`config.mk`:
```
export PLATFORM = sky130hd
export DESIGN_NAME = seq_match_ctrl_flat
export DESIGN_NICKNAME = d
export VERILOG_FILES = /design/src/rtl/seq_match_if.sv /design/src/rtl/seq_match_ctrl.sv /design/src/flat_wrapper.sv
export SDC_FILE = /design/constraint.sdc
export NUM_CORES = 1
export LEC_CHECK = 0
export BUFFER_PORTS_ARGS = -buffer_cell sky130_fd_sc_hd__buf_2
export CAP_MARGIN = 10
export CORE_UTILIZATION = 63
export CTS_BUF_LIST = sky130_fd_sc_hd__clkbuf_2
export DETAILED_ROUTE_END_ITERATION = 16
export PLACE_DENSITY = 0.87
export SLEW_MARGIN = 30
export SYNTH_ARGS = -nofsm -noshare
export SYNTH_HDL_FRONTEND = slang
export SYNTH_SLANG_ARGS = --single-unit
```
`constraint.sdc`:
```
create_clock -name clk -period 5.3 [get_ports clk]
set_input_delay 1.06 -clock clk [delete_from_list [all_inputs] [get_ports clk]]
set_output_delay 1.06 -clock clk [all_outputs]
set_load 0.01 [all_outputs]
```
`src/rtl/seq_match_if.sv`:
```
// Handshake/config bundle between a serial bit source and seq_match_ctrl.
// master drives config, frame control and bits; slave is the controller.
interface seq_match_if #(
    parameter int MAX_LEN = 8,
    parameter int CNT_W   = 8,
    parameter int FRAME_W = 8
);
    logic               cfg_we;
    logic [MAX_LEN-1:0] cfg_pattern;
    logic [4:0]         cfg_len;
    logic               cfg_overlap;
    logic               start;
    logic [FRAME_W-1:0] frame_len;
    logic               abort;
    logic               bit_valid;
    logic               bit_in;
    logic               bit_ready;
    logic               z;
    logic [CNT_W-1:0]   match_cnt;
    logic               busy;
    logic               done;
    logic               err;

    modport master (
        output cfg_we, cfg_pattern, cfg_len, cfg_overlap, start, frame_len,
               abort, bit_valid, bit_in,
        input  bit_ready, z, match_cnt, busy, done, err
    );

    modport slave (
        input  cfg_we, cfg_pattern, cfg_len, cfg_overlap, start, frame_len,
               abort, bit_valid, bit_in,
        output bit_ready, z, match_cnt, busy, done, err
    );
endinterface

```
`src/rtl/seq_match_ctrl.sv`:
```
// Run-time programmable serial pattern-match controller with framed valid/ready input.
// Optional SEQ_MATCH_TIMEOUT_EN: abandon a scan after TIMEOUT cycles without an accepted bit.
module seq_match_ctrl #(
    parameter int MAX_LEN = 8,
    parameter int CNT_W   = 8,
    parameter int FRAME_W = 8,
    parameter int TIMEOUT = 64
) (
    input  logic        clk,
    input  logic        rst_n,
    seq_match_if.slave  bus
);
    typedef enum logic [1:0] {IDLE, SCAN, DONE} state_t;

    state_t             state_q, state_d;
    logic [MAX_LEN-1:0] pattern_q;
    logic [4:0]         len_q;
    logic               overlap_q;
    // Only MAX_LEN-1 past bits are kept; the incoming bit completes the window.
    logic [MAX_LEN-2:0] hist_q;
    logic [4:0]         fill_q;
    logic [FRAME_W-1:0] remain_q;
    logic [CNT_W-1:0]   cnt_q;
    logic               err_q;

    logic               bit_ready, busy, done, z, accept, err_set;
    logic               legal_start;
    logic [4:0]         eff_len;
    logic [MAX_LEN-1:0] window, mask;
    logic               hit, filled;

`ifdef SEQ_MATCH_TIMEOUT_EN
    localparam int STALL_W = $clog2(TIMEOUT + 1);
    logic [STALL_W-1:0] stall_q;
`endif

    // A config write in the same cycle as start defines the frame being started.
    assign eff_len     = bus.cfg_we ? bus.cfg_len : len_q;
    assign legal_start = (eff_len != 5'd0) && (eff_len <= 5'(MAX_LEN)) &&
                         (bus.frame_len != '0);

    always_comb begin
        mask = '0;
        for (int unsigned i = 0; i < MAX_LEN; i++) begin
            mask[i] = (i < int'(len_q));
        end
    end

    assign window = {hist_q, bus.bit_in};
    assign hit    = (((window ^ pattern_q) & mask) == '0);
    assign filled = ((fill_q + 5'd1) >= len_q);

    always_ff @(posedge clk or negedge rst_n) begin
        if (!rst_n) state_q <= IDLE;
        else        state_q <= state_d;
    end

    always_comb begin
        state_d   = state_q;
        bit_ready = 1'b0;
        busy      = 1'b0;
        done      = 1'b0;
        accept    = 1'b0;
        z         = 1'b0;
        err_set   = 1'b0;
        case (state_q)
            IDLE: begin
                if (bus.start) begin
                    if (legal_start) state_d = SCAN;
                    else             err_set = 1'b1;
                end
            end
            SCAN: begin
                busy = 1'b1;
                if (bus.cfg_we || bus.start) err_set = 1'b1;
                if (bus.abort) begin
                    state_d = IDLE;
                end else begin
                    bit_ready = 1'b1;
                    accept    = bus.bit_valid;
                    z         = accept && filled && hit;
                    if (accept && (remain_q == FRAME_W'(1))) begin
                        state_d = DONE;
                    end
`ifdef SEQ_MATCH_TIMEOUT_EN
                    else if (!accept && (stall_q == STALL_W'(TIMEOUT - 1))) begin
                        state_d = IDLE;
                        err_set = 1'b1;
                    end
`endif
                end
            end
            DONE: begin
                done    = 1'b1;
                state_d = IDLE;
                if (bus.cfg_we || bus.start) err_set = 1'b1;
            end
            default: state_d = IDLE;
        endcase
    end

    always_ff @(posedge clk or negedge rst_n) begin
        if (!rst_n) begin
            pattern_q <= '0;
            len_q     <= '0;
            overlap_q <= 1'b0;
            hist_q    <= '0;
            fill_q    <= '0;
            remain_q  <= '0;
            cnt_q     <= '0;
            err_q     <= 1'b0;
        end else begin
            err_q <= err_set;
            if (state_q == IDLE) begin
                if (bus.cfg_we) begin
                    pattern_q <= bus.cfg_pattern;
                    len_q     <= bus.cfg_len;
                    overlap_q <= bus.cfg_overlap;
                end
                if (bus.start && legal_start) begin
                    hist_q   <= '0;
                    fill_q   <= '0;
                    remain_q <= bus.frame_len;
                    cnt_q    <= '0;
                end
            end
            if (accept) begin
                hist_q   <= window[MAX_LEN-2:0];
                remain_q <= remain_q - FRAME_W'(1);
                if (z && !overlap_q)           fill_q <= '0;
                else if (fill_q != 5'(MAX_LEN)) fill_q <= fill_q + 5'd1;
                if (z && (cnt_q != '1))        cnt_q  <= cnt_q + CNT_W'(1);
            end
        end
    end

`ifdef SEQ_MATCH_TIMEOUT_EN
    always_ff @(posedge clk or negedge rst_n) begin
        if (!rst_n)                          stall_q <= '0;
        else if (state_q != SCAN || accept)  stall_q <= '0;
        else                                 stall_q <= stall_q + STALL_W'(1);
    end
`endif

    assign bus.bit_ready = bit_ready;
    assign bus.z         = z;
    assign bus.match_cnt = cnt_q;
    assign bus.busy      = busy;
    assign bus.done      = done;
    assign bus.err       = err_q;
endmodule

```
`src/flat_wrapper.sv`:
```
// flat-port wrapper written by rule: the top's interface ports become plain ports
module seq_match_ctrl_flat 
#(
    parameter int MAX_LEN = 8,
    parameter int CNT_W   = 8,
    parameter int FRAME_W = 8,
    parameter int TIMEOUT = 64
)
  (clk, rst_n, bus_cfg_we, bus_cfg_pattern, bus_cfg_len, bus_cfg_overlap, bus_start, bus_frame_len, bus_abort, bus_bit_valid, bus_bit_in, bus_bit_ready, bus_z, bus_match_cnt, bus_busy, bus_done, bus_err);
  seq_match_if #(.MAX_LEN(MAX_LEN), .CNT_W(CNT_W), .FRAME_W(FRAME_W)) bus_i ();
  input  logic clk;
  input  logic rst_n;
  input wire logic [$bits(bus_i.cfg_we)-1:0] bus_cfg_we;
  input wire logic [$bits(bus_i.cfg_pattern)-1:0] bus_cfg_pattern;
  input wire logic [$bits(bus_i.cfg_len)-1:0] bus_cfg_len;
  input wire logic [$bits(bus_i.cfg_overlap)-1:0] bus_cfg_overlap;
  input wire logic [$bits(bus_i.start)-1:0] bus_start;
  input wire logic [$bits(bus_i.frame_len)-1:0] bus_frame_len;
  input wire logic [$bits(bus_i.abort)-1:0] bus_abort;
  input wire logic [$bits(bus_i.bit_valid)-1:0] bus_bit_valid;
  input wire logic [$bits(bus_i.bit_in)-1:0] bus_bit_in;
  output wire logic [$bits(bus_i.bit_ready)-1:0] bus_bit_ready;
  output wire logic [$bits(bus_i.z)-1:0] bus_z;
  output wire logic [$bits(bus_i.match_cnt)-1:0] bus_match_cnt;
  output wire logic [$bits(bus_i.busy)-1:0] bus_busy;
  output wire logic [$bits(bus_i.done)-1:0] bus_done;
  output wire logic [$bits(bus_i.err)-1:0] bus_err;
  assign bus_i.cfg_we = bus_cfg_we;
  assign bus_i.cfg_pattern = bus_cfg_pattern;
  assign bus_i.cfg_len = bus_cfg_len;
  assign bus_i.cfg_overlap = bus_cfg_overlap;
  assign bus_i.start = bus_start;
  assign bus_i.frame_len = bus_frame_len;
  assign bus_i.abort = bus_abort;
  assign bus_i.bit_valid = bus_bit_valid;
  assign bus_i.bit_in = bus_bit_in;
  assign bus_bit_ready = bus_i.bit_ready;
  assign bus_z = bus_i.z;
  assign bus_match_cnt = bus_i.match_cnt;
  assign bus_busy = bus_i.busy;
  assign bus_done = bus_i.done;
  assign bus_err = bus_i.err;
  seq_match_ctrl #(.MAX_LEN(MAX_LEN), .CNT_W(CNT_W), .FRAME_W(FRAME_W), .TIMEOUT(TIMEOUT)) u_core (.clk(clk), .rst_n(rst_n), .bus(bus_i));
endmodule
```
After elaboration in Yosys (flattened, before gate mapping)
Index checks and enable logic that the tools add are counted.

cells by class
  reduce and logical (&&, ||, !) cells = 20
  muxes and demuxes = 33
  order comparisons = 10
  equal/unequal tests = 8
  bitwise logic cells = 2
  add/subtract/negate cells = 3

operator list
  kind                 count
  $mux 8               7
  $mux 5               6
  $mux 7               3
  $lt 3x5->1 const A   4
  $mux 1               11
  $lt 1x5->1 const A   2
  $lt 2x5->1 const A   2
  $add 8x1->8 const B  1
  $and 8x8->8          1
  $eq 8x1->1 const B   1
  $logic_and 1x1->1    8
  $logic_not 8->1      1
  $mux 2               4
  $ne 8x8->1 const B   1
  $reduce_bool 8->1    1
  $sub 8x1->8 const B  1
  $xor 8x8->8          1
  $add 5x1->5 const B  1
  $ge 5x5->1           1
  $le 5x4->1 const B   1
  $ne 5x4->1 const B   1
  $reduce_bool 5->1    1
  $pmux 2 s2           1
  $reduce_and 2->1     2
  other kinds (12)     13

storage, ports and cells
  input port bits = 29
  flip-flop bits (word level) = 45

Longest topological paths before layout
Gate-level depths: netlist of run 1.

  depth in word-level cells = 10
  depth in mapped cells = 10
  gate-level depth less buffers = 9

Worst setup path before layout of run 1
No wires, ideal clock.

  kind = input-to-output
  start point = input bus_abort
  end point = output bus_z
  arrival = 2021 ps
  path slack = 2219 ps
  stages = 5
  required time = 4240 ps
  path buffers = 0
  cells stage by stage = nor2b_1 > nand2_1 > a221oi_4 > nand3_1 > inv_1

on the way
  cells in the longest elaborated chain, start to end = 2

ends and longest elaborated chain
  what             line                  text
  start, declared  flat_wrapper.sv:19    input wire logic [$bits(bus_i.abort)-1:0] bus_abort;
  $mux 1           seq_match_ctrl.sv:76  if (bus.abort) begin
  $mux 1           seq_match_ctrl.sv:66  case (state_q)
  end, declared    flat_wrapper.sv:23    output wire logic [$bits(bus_i.z)-1:0] bus_z;

No other way between the ends.

Worst setup path in the final report of run 1
  start point = register u_core.fill_q[0]
  end point = output bus_z

on the way
  cells in the longest elaborated chain, start to end = 6

ends and longest elaborated chain
  what                             line                   text
  start, declared                  seq_match_ctrl.sv:21   logic [4:0] fill_q;
  start signal, assigned           seq_match_ctrl.sv:131  else if (fill_q != 5'(MAX_LEN)) fill_q <= fill_q + 5'd1;
  $add 5x1->5                      seq_match_ctrl.sv:51   assign filled = ((fill_q + 5'd1) >= len_q);
  $ge 5x5->1                       seq_match_ctrl.sv:51
  $logic_and 1x1->1 (2 in series)  seq_match_ctrl.sv:81   z = accept && filled && hit;
  $mux 1                           seq_match_ctrl.sv:76
  $mux 1                           seq_match_ctrl.sv:66

No other way between the ends.

==> qor.yml, run 1 <==
fp.dieW_um: 66.7
synth_edf_count: 0
ios: 42
worstPathCellList: "ha_1 > xor2_1 > ha_1 > a21o_1 > a31oi_1 > o21ai_0 > nand3_1 > inv_1 > buf_2"
finalSetupViolCount: 0
p_clk_frac: 0.120
grtUsageTotal: 0.283
core_um2: 4000
slew_headroom: 0.304
worst_path_most_repeated_cell: "ha_1"
ant_nets: 0
async_reset_ff_frac: 1.00
crit_slowest_cell: "dfrtp_1"
grt_pass1_vias: 2062
detailed_place_hpwl_mm: 4.07
gr-total-overflow: 0
netlist.top_cell.by_area: "dfrtp_1"
synth-seq-area-share: 0.427
viasPerCell: 5.98
wirelength_mm: 5.55
slowest_delay_ns: 0.46
required_ns: 4.24
min_path_cells: 2
rsz0062_at_grt: "no"
ys_ff_latch: 45
yosysUniqueCellTypes: 52
post_cts_buffers: 0
p_int_w: 0.000705
syn_area_um2: 2640
slew_violations: 0
cts_buffers: 5
netlist_instances: 270
vdd_ir_drop_max_uv: 246
p_seq_frac: 0.469
max_cap_violations: 0
p_per_area_nw_per_um2: 410
hold_path_class: "reg -> reg"
end_kind: "output port"
drtIter0Drc: 141
fp-row-count: 23
min_period_ns: 3.53
synthFlopType: "dfrtp_1"
diodes: 0
dpl-instance-area_um2: 2870
final_nets: 353
violations: "DRC"
routedWlPerCell_um: 15.4
layout-drive-gt1-share: 0.235
max_freq_mhz: 283
syn_nets: 313
gp_congestion: 0.873
postCtsHoldBufs: 0
numClockSinks: 45
path_class: "reg -> out"
synth_common_cells: "45 x dfrtp_1, 37 x nand2_1, 15 x mux2_2, 15 x nand3_1, 14 x ha_1"
grt_pass1_wl_mm: 9.36
crit_fanout: 4
cts_resized: 0
leakagePower_nw: 1.43
clk_pin_slew_ns: 0.24
cts.path.max_buffers: 2
avgSynthCellArea_um2: 9.77
vias: 2160
synth.most_common_cell: "dfrtp_1"
antenna_found_initial: 0
fp.dieH_um: 66.7
worstSkewPairLatency_ns: 0.43
drtPass1Iterations: 10
skew_ns: 0.0349
stdcell_area_um2: 2910
worst_pin_slew_ns: 1.04
grt_max_degree: 46
worst_ep_arrival_time_ns: 2.47
tns_ns: 0
cts_tree: "built"
synth.area.top_cells: "dfrtp_1 43%, ha_1 6.6%, mux2_2 6.4%"
drc: 2
swShare: 0.409
ff2ff_path_depth: 8
hold_viol_final: 0
syn2layout_area_growth_pct: 10.4
power_frac_comb: 0.411
worst_setup_path_start_kind: "flop"
yosysTopAreaCellShare: 0.427
dieArea_um2: 4450
cts-htree-levels: 2
p_switching_w: 0.000489
synth-warning-count: 0
portBuffers: 41
start_util: 0.659
period_share: 0.667
cts_root_buf: "clkbuf_2"
status: "finished with violations"
[power by group through the flow]
stage / clock, W / combinational, W / sequential [W]
floorplan: 0 / 0.000398 / 0.000525
global placement: 0 / 0.000467 / 0.000561
detailed placement: 0 / 0.000487 / 0.000565
CTS: 0.000149 / 0.000490 / 0.000557
global route: 0.000160 / 0.000554 / 0.000574
finish: 0.000143 / 0.000491 / 0.000560
[area by class of cell]
type	count	area, um2
multi-input combinational	203	1420
sequential	45	1130
fill	296	1090
timing repair buffer	42	215
tap	50	62.6
inverter	13	48.8
clock buffer	6	30.0
clock inverter	2	10.0
[layout by cell type, fill, tap and decap left out, types with 2 or more instances in the layout]
| cell type | synthesis | layout |
|---|---|---|
| o21ai_0 | 13 | 13 |
| xnor2_1 | 11 | 11 |
| nand3_1 | 15 | 15 |
| nand2_1 | 37 | 37 |
| nor3_1 | 7 | 7 |
| dfrtp_1 | 45 | 45 |
| a211oi_1 | 3 | 3 |
| o31a_1 | 2 | 2 |
| buf_4 | 0 | 2 |
| a211o_1 | 3 | 3 |
| o211ai_1 | 7 | 7 |
| nor2_1 | 11 | 11 |
| nor2b_1 | 2 | 2 |
| a221o_1 | 3 | 3 |
| nor4_1 | 8 | 8 |
| or3_1 | 4 | 4 |
| mux2i_1 | 3 | 3 |
| clkinv_2 | 0 | 2 |
| ha_1 | 14 | 14 |
| and3_1 | 4 | 4 |
| inv_1 | 13 | 13 |
| mux2_2 | 15 | 15 |
| a21o_1 | 2 | 2 |
| nand2b_1 | 2 | 2 |
| a21oi_1 | 12 | 12 |
| clkbuf_2 | 0 | 6 |
| buf_2 | 2 | 40 |
[worst max-delay path: cells and delay by family (launching register included)]
kind | cells | cell delay (ns)
AO/OA/AOI/OAI | 3 | 0.45
flip-flops | 1 | 0.46
adder cells (fa/ha/maj) | 2 | 0.56
buffers and inverters | 2 | 0.23
XOR/XNOR | 1 | 0.16
AND/OR/NAND/NOR | 1 | 0.22
[kinds of logic after synthesis]
| kind of cell | after synthesis | synth area share |
|---|---|---|
| AOI/OAI and AO/OA | 57 | 0.158 |
| xor gates and xnor gates | 12 | 0.0398 |
| adders and majority gates | 14 | 0.0664 |
| buffers and inverters | 22 | 0.0351 |
| DFF | 45 | 0.427 |
| muxes | 19 | 0.0797 |
| and+or+nand+nor | 101 | 0.194 |
[per-stage QoR]
stage | worst slack, ns | power (W) | utilization | cells | hold slack (ns)
2_1_floorplan | 2.22 | 0.000923 | - | 270 | 0.480
3_3_place_gp | 1.91 | 0.00103 | 0.717 | 353 | 0.497
3_5_place_dp | 1.75 | 0.00105 | 0.718 | 353 | 0.503
4_1_cts | 1.73 | 0.00120 | 0.728 | 361 | 0.545
5_1_grt | 1.54 | 0.00129 | 0.728 | 361 | 0.570
6_report | 1.77 | 0.00119 | 0.728 | 361 | 0.541
[registers in the layout, indices dropped and copies added, names as in the netlist]
signal / count
u_core.bus.match_cnt: 8
u_core.bus.err: 1
u_core.overlap_q: 1
u_core.hist_q: 7
u_core.pattern_q: 8
u_core.state_q: 2
u_core.remain_q: 8
u_core.fill_q: 5
u_core.len_q: 5
[layer usage]
layer	GRT usage	wire length, um	vias to the layer above
li1	-	-	1059
met1	0.363	2480	1022
met2	0.465	2630	69
met3	0.0668	341	10
met4	0.0957	89	0
met5	0	0	-
[final timing paths]
check / from / to / slack (ns)
max: u_core.fill_q[0]$_DFF_PN0_ / bus_z / 1.77
max in group asynchronous: rst_n / u_core.fill_q[1]$_DFF_PN0_ / 4.31
min reg2reg: u_core.hist_q[3]$_DFFE_PN0P_ / u_core.hist_q[4]$_DFFE_PN0P_ / 0.54
min in group asynchronous: rst_n / u_core.bus.match_cnt[4]$_DFF_PN0_ / 0.59
max reg2reg: u_core.state_q[1]$_DFFE_PN0P_ / u_core.bus.match_cnt[6]$_DFF_PN0_ / 2.57
min: u_core.hist_q[3]$_DFFE_PN0P_ / u_core.hist_q[4]$_DFFE_PN0P_ / 0.54
(Power assumes the default switching activity.)
==> run 2, diff against run 1 <==
ABC_AREA = 1   (was not set)
CORE_UTILIZATION = 54   (was 63)
PLACE_DENSITY = 0.79   (was 0.87)
clock period = 3 ns   (was 5.3 ns; I/O delays follow)
==> qor.yml, run 2 <==
postCtsHoldBufs: 0  # unchanged
slew_headroom: 0.488  # +0.185
status: "completed"
syn_area_um2: 2970  # +13%
fp.dieW_um: 76.2  # +14%
hold_viol_final: 0  # unchanged
portBuffers: 41  # unchanged
grt_pass1_wl_mm: 11.2  # +19%
final_cell_mix: "123 x nand2_1, 51 x inv_1, 45 x dfrtp_1"
avgSynthCellArea_um2: 7.38  # -24%
routedWlPerCell_um: 12.2  # -21%
wirelength_mm: 6.36  # +15%
syn_nets: 446  # +42%
fp.dieH_um: 76.2  # +14%
dp.cells: 509  # +44%
core_um2: 5200  # +30%
drtPass1Iterations: 4  # -6
numClockSinks: 45  # unchanged
stdcell_area_um2: 3340  # +15%
end_kind: "output port"
start_util: 0.571  # -0.0880
vias: 2609  # +21%
synth_common_cells: "124 x nand2_1, 52 x inv_1, 45 x dfrtp_1"
required_ns: 2.40  # -1.84 ns
async_reset_ff_frac: 1.00  # unchanged
netlist.top_cell.by_area: "dfrtp_1"
synth-seq-area-share: 0.379  # -0.0483
yosysTopAreaCellShare: 0.379  # -0.0483
yosysUniqueCellTypes: 35  # -33%
gr-total-overflow: 0  # unchanged
cts_tree: "built"
syn2layout_area_growth_pct: 12.4
slew_violations: 0  # unchanged
synth.area.top_cells: "dfrtp_1 38%, nand2_1 16%, inv_1 6.6%"
period_share: 0.971
path_class: "reg -> out"
worst_setup_path_start_kind: "flop"
cts.path.max_buffers: 2  # unchanged
drtIter0Drc: 202  # +43%
synth.most_common_cell: "nand2_1"
layout-drive-gt1-share: 0.237  # +0.00252
crit_fanout: 3  # -1
synth_edf_count: 0  # unchanged
max_cap_violations: 0  # unchanged
grtUsageTotal: 0.237  # -0.0455
ys_ff_latch: 45  # unchanged
worst_ep_arrival_time_ns: 2.31  # -0.16 ns
cts_buffers: 5  # unchanged
min_period_ns: 2.91
cts-htree-levels: 2  # unchanged
finalSetupViolCount: 0  # unchanged
instances_no_fill: 521  # +44%
grt_max_degree: 46  # unchanged
synthFlopType: "dfrtp_1"
gp_congestion: 0.824  # -5.6%
ios: 42  # unchanged
drc: 0  # -2
cts_root_buf: "clkbuf_2"
fp-row-count: 26  # +13%
multi_input_area_um2: 1590  # +12%
skew_ns: 0.0337  # -0.00122 ns
fill_cells: 471  # +59%
synth-warning-count: 0  # unchanged
p_per_area_nw_per_um2: 812  # +98%
final_nets: 494  # +40%
detailed_place_hpwl_mm: 4.56  # +12%
grt_pass1_vias: 2506  # +22%
ant_nets: 0  # unchanged
final-seq-area_um2: 1130  # unchanged
clk_pin_slew_ns: 0.25  # about the same
netlist_instances: 403  # +49%
worstSkewPairLatency_ns: 0.45  # +0.02 ns
dieArea_um2: 5810  # +31%
worst_pin_slew_ns: 0.765  # -0.278 ns
dpl-instance-area_um2: 3220  # +12%
max_freq_mhz: 343
vdd_ir_drop_max_uv: 347  # +41%
mostFrequentLayoutCell: "nand2_1"
antenna_found_initial: 0  # unchanged
diodes: 0  # unchanged
leakagePower_nw: 1.87  # +31%
hold_path_class: "in -> async"
viasPerCell: 5.01  # -16%
==> run 2: where the power goes <==
group	switching (W)	internal (W)	total (W)
registers	0.000191	0.000834	0.00103
clock network	0.000203	0.0000500	0.000253
logic	0.000864	0.000573	0.00144
total	0.00126	0.00146	0.00272
==> run 2: critical path, stage by stage (launching register included) <==
cell and delay (ns):
dfrtp_1 0.45, ha_2 0.21, nand3_2 0.09, xor2_2 0.17, inv_1 0.09, ha_4 0.28, nand2_2 0.06, inv_1 0.06
nand4_1 0.11, nand3_2 0.11, inv_2 0.04, nor2_4 0.10, buf_6 0.11
==> run 2: what timing repair did <==
| item | CTS | global route |
|---|---|---|
| gates resized for setup | 3 | 7 |
| buffers inserted | 2 | 3 |
| pin swaps | 1 | 4 |
| endpoints found under the setup margin | 1 | 1 |
==> run 2: cells by family (layout without fill, tap and decap cells) <==
| group | after synthesis | count (layout) | share of synthesized area |
|---|---|---|---|
| DFF | 45 | 45 | 0.379 |
| adders and majority gates | 14 | 14 | 0.0589 |
| AOI/OAI and AO/OA | 36 | 36 | 0.0846 |
| muxes | 2 | 2 | 0.00757 |
| xor gates and xnor gates | 10 | 10 | 0.0295 |
| and+or+nand+nor | 226 | 226 | 0.342 |
| buffers and inverters | 70 | 118 | 0.0993 |
==> run 2: metrics by stage <==
stage,utilization,total power [W],hold WS (ns),setup WS [ns],TNS [ns]
6_report,0.642,0.00272,0.100,0.0858,0
5_1_grt,0.642,0.00299,0.126,-0.0571,-0.0571
4_1_cts,0.632,0.00264,0.147,0.0223,0
3_5_place_dp,0.619,0.00235,0.504,0.369,0
3_3_place_gp,0.619,0.00228,0.497,0.420,0
2_1_floorplan,-,0.00206,0.304,0.557,0
==> run 2: layout make-up <==
class,count,share of cell area
clock buffers,5,0.00749
clock inverters,2,0.00337
inverters,64,0.0719
multi-input cells,288,0.477
flip-flops and latches,45,0.337
well taps,70,0.0262
repair buffers,47,0.0775
==> run 2: path summary, 6_finish.rpt <==
kind                                         startpoint                              to  slack [ns]  cells past startpoint
setup / recovery             u_core.fill_q[1]$_DFF_PN0_                           bus_z        0.09                     12
hold / removal                                    rst_n  u_core.remain_q[2]$_DFFE_PN0P_        0.10                      1
max in group asynchronous                         rst_n      u_core.fill_q[2]$_DFF_PN0_        2.47                      1
hold reg to reg            u_core.overlap_q$_DFFE_PN0P_    u_core.overlap_q$_DFFE_PN0P_        0.54                      2
setup reg to reg             u_core.fill_q[1]$_DFF_PN0_      u_core.fill_q[2]$_DFF_PN0_        0.66                     13
min in group clk                       bus_frame_len[7]  u_core.remain_q[7]$_DFFE_PN0P_        0.37                      3
==> run 2: layer usage <==
layer  vias up  global-route usage  share of wire
li1       1349                   -              -
met1      1201               0.300           0.46
met2        54               0.408           0.49
met3         5              0.0455          0.040
met4         0              0.0731         0.0094
met5         -                   0              0
==> run 3, diff against run 2 <==
CORE_UTILIZATION = 60   (was 54)
PLACE_DENSITY = 0.83   (was 0.79)
clock period = 3.1 ns   (was 3 ns; I/O delays follow)
==> qor.yml, run 3 (synthesis gave the netlist of run 2 again) <==
slew_violations: 0  # unchanged
leakagePower_nw: 1.88  # +0.29%
numClockSinks: 45  # unchanged
core_um2: 4750  # -8.7%
max_freq_mhz: 337
fp.dieW_um: 72.4  # -5.0%
antenna_found_initial: 0  # unchanged
viasPerCell: 5.10  # +1.8%
cts_tree: "built"
p_total_w: 0.00266  # -2.2%
min_period_ns: 2.97
cts_root_buf: "clkbuf_2"
dieArea_um2: 5240  # -9.7%
fill_cells: 396  # -16%
crit_fanout: 4  # +1
grt_max_degree: 46  # unchanged
vdd_ir_drop_max_uv: 564  # +62%
worstSkewPairLatency_ns: 0.42  # -0.03 ns
path_class: "reg -> out"
mostFrequentLayoutCell: "nand2_1"
fin_ws_ns: 0.132  # +0.0459 ns
hold_slack_ns: 0.153  # +0.0530 ns
clk_pin_slew_ns: 0.22  # -0.03 ns
final-seq-area_um2: 1130  # unchanged
r2r-start: "u_core.fill_q[1]$_DFF_PN0_"
fp-row-count: 25  # -3.8%
finalSetupViolCount: 0  # unchanged
gp_congestion: 0.827  # +0.30%
worst_pin_slew_ns: 0.750  # -0.0151 ns
vias: 2635  # +1.0%
grt_pass1_vias: 2479  # -1.1%
layout-drive-gt1-share: 0.224  # -0.0128
routedWlPerCell_um: 12.0  # -1.3%
gr-total-overflow: 0  # unchanged
postCtsHoldBufs: 0  # unchanged
fp.dieH_um: 72.4  # -5.0%
slew_headroom: 0.499  # +0.0101
worst_setup_path_start_kind: "flop"
diodes: 0  # unchanged
detailed_place_hpwl_mm: 4.53  # -0.54%
hold_viol_final: 0  # unchanged
pre_cts_slack_ns: 0.441  # +0.0724 ns
r2r_end: "u_core.fill_q[2]$_DFF_PN0_"
ff2ff_path_depth: 12  # -1
skew_ns: 0.00863  # -0.0250 ns
multi_input_area_um2: 1570  # -1.3%
cts_buffers: 5  # unchanged
grt_pass1_wl_mm: 10.6  # -4.9%
p_per_area_nw_per_um2: 797  # -1.9%
drc: 0  # unchanged
required_ns: 2.48  # +0.08 ns
max_cap_violations: 0  # unchanged
end_kind: "output port"
cts-htree-levels: 2  # unchanged
ant_nets: 0  # unchanged
grtUsageTotal: 0.259  # +0.0220
wirelength_mm: 6.23  # -2.0%
status: "completed"
start_util: 0.626  # +0.0541
worst_ep_arrival_time_ns: 2.35  # +0.04 ns
final_cell_mix: "124 x nand2_1, 51 x inv_1, 45 x dfrtp_1"
drtPass1Iterations: 4  # unchanged
portBuffers: 41  # unchanged
period_share: 0.958
reg2reg_slack_ns: 0.81  # +0.15 ns
ios: 42  # unchanged
cts.path.max_buffers: 2  # unchanged
syn2layout_area_growth_pct: 12.0
final_nets: 492  # -0.40%
drtIter0Drc: 144  # -29%
postLayoutCoreUtil: 0.701  # +0.0582
hold_path_class: "in -> async"
-- run 3: changes by cell type in the layout (fill, tap and decap cells not counted), sizes merged --
cell      delta
bufinv       +1
clkinvlp     -1
clkbuf       +1
buf          -2
-- run 3: worst max-delay path, cell delays in order (launching register included) --
cell     delay [ns]
dfrtp_1        0.46
ha_2           0.19
nand3_1        0.09
xor2_1         0.21
inv_1          0.11
ha_4           0.26
a21o_1         0.15
nor2_1         0.13
nand3_2        0.11
inv_2          0.08
nor2_4         0.04
buf_6          0.12
-- run 3: repair_timing --
| item | CTS | global route |
|---|---|---|
| setup buffers | 1 | 2 |
| endpoints found under the setup margin | 1 | 1 |
| gates resized for setup | 1 | 4 |
| hold endpoints to repair | 0 | 0 |
| pin swaps | 0 | 2 |
-- run 3: report_power, final --
part	total, W	switching [W]	internal, W
sequential	0.000993	0.000185	0.000807
clock	0.000331	0.000193	0.000137
combinational	0.00133	0.000813	0.000519
-- run 3: cell type report --
type / instances / area share
Clock buffer: 6 / 0.00902
Clock inverter: 2 / 0.0101
Inverter: 64 / 0.0721
Multi-Input combinational cell: 288 / 0.472
Sequential cell: 45 / 0.338
Tap cell: 67 / 0.0252
Timing Repair Buffer: 45 / 0.0733
-- run 3: how the worst max path moves through the flow --
stage	slack, ns	endpoint	start	cells past startpoint
after CTS	0.01	bus_z	u_core.fill_q[0]$_DFF_PN0_	11
final	0.13	bus_z	u_core.fill_q[1]$_DFF_PN0_	11
after floorplan	0.64	bus_z	u_core.fill_q[0]$_DFF_PN0_	11
after detailed placement	0.44	bus_z	u_core.fill_q[0]$_DFF_PN0_	11
after global routing	-0.003	bus_z	u_core.fill_q[0]$_DFF_PN0_	12
after global placement	0.50	bus_z	u_core.fill_q[0]$_DFF_PN0_	11
-- run 3: routing by layer --
layer / wire (um) / track usage / vias to the layer above
li1: - / - / 1344
met1: 2910 / 0.322 / 1221
met2: 2950 / 0.455 / 62
met3: 274 / 0.0486 / 8
met4: 89 / 0.0850 / 0
met5: 0 / 0 / -
-- run 3: through the flow --
stage / instance area (um2) / setup TNS [ns] / cells
2_1_floorplan: 2970 / 0 / 403
3_3_place_gp: 3220 / 0 / 506
3_5_place_dp: 3220 / 0 / 506
4_1_cts: 3290 / 0 / 515
5_1_grt: 3330 / -0.00306 / 517
6_report: 3330 / 0 / 517
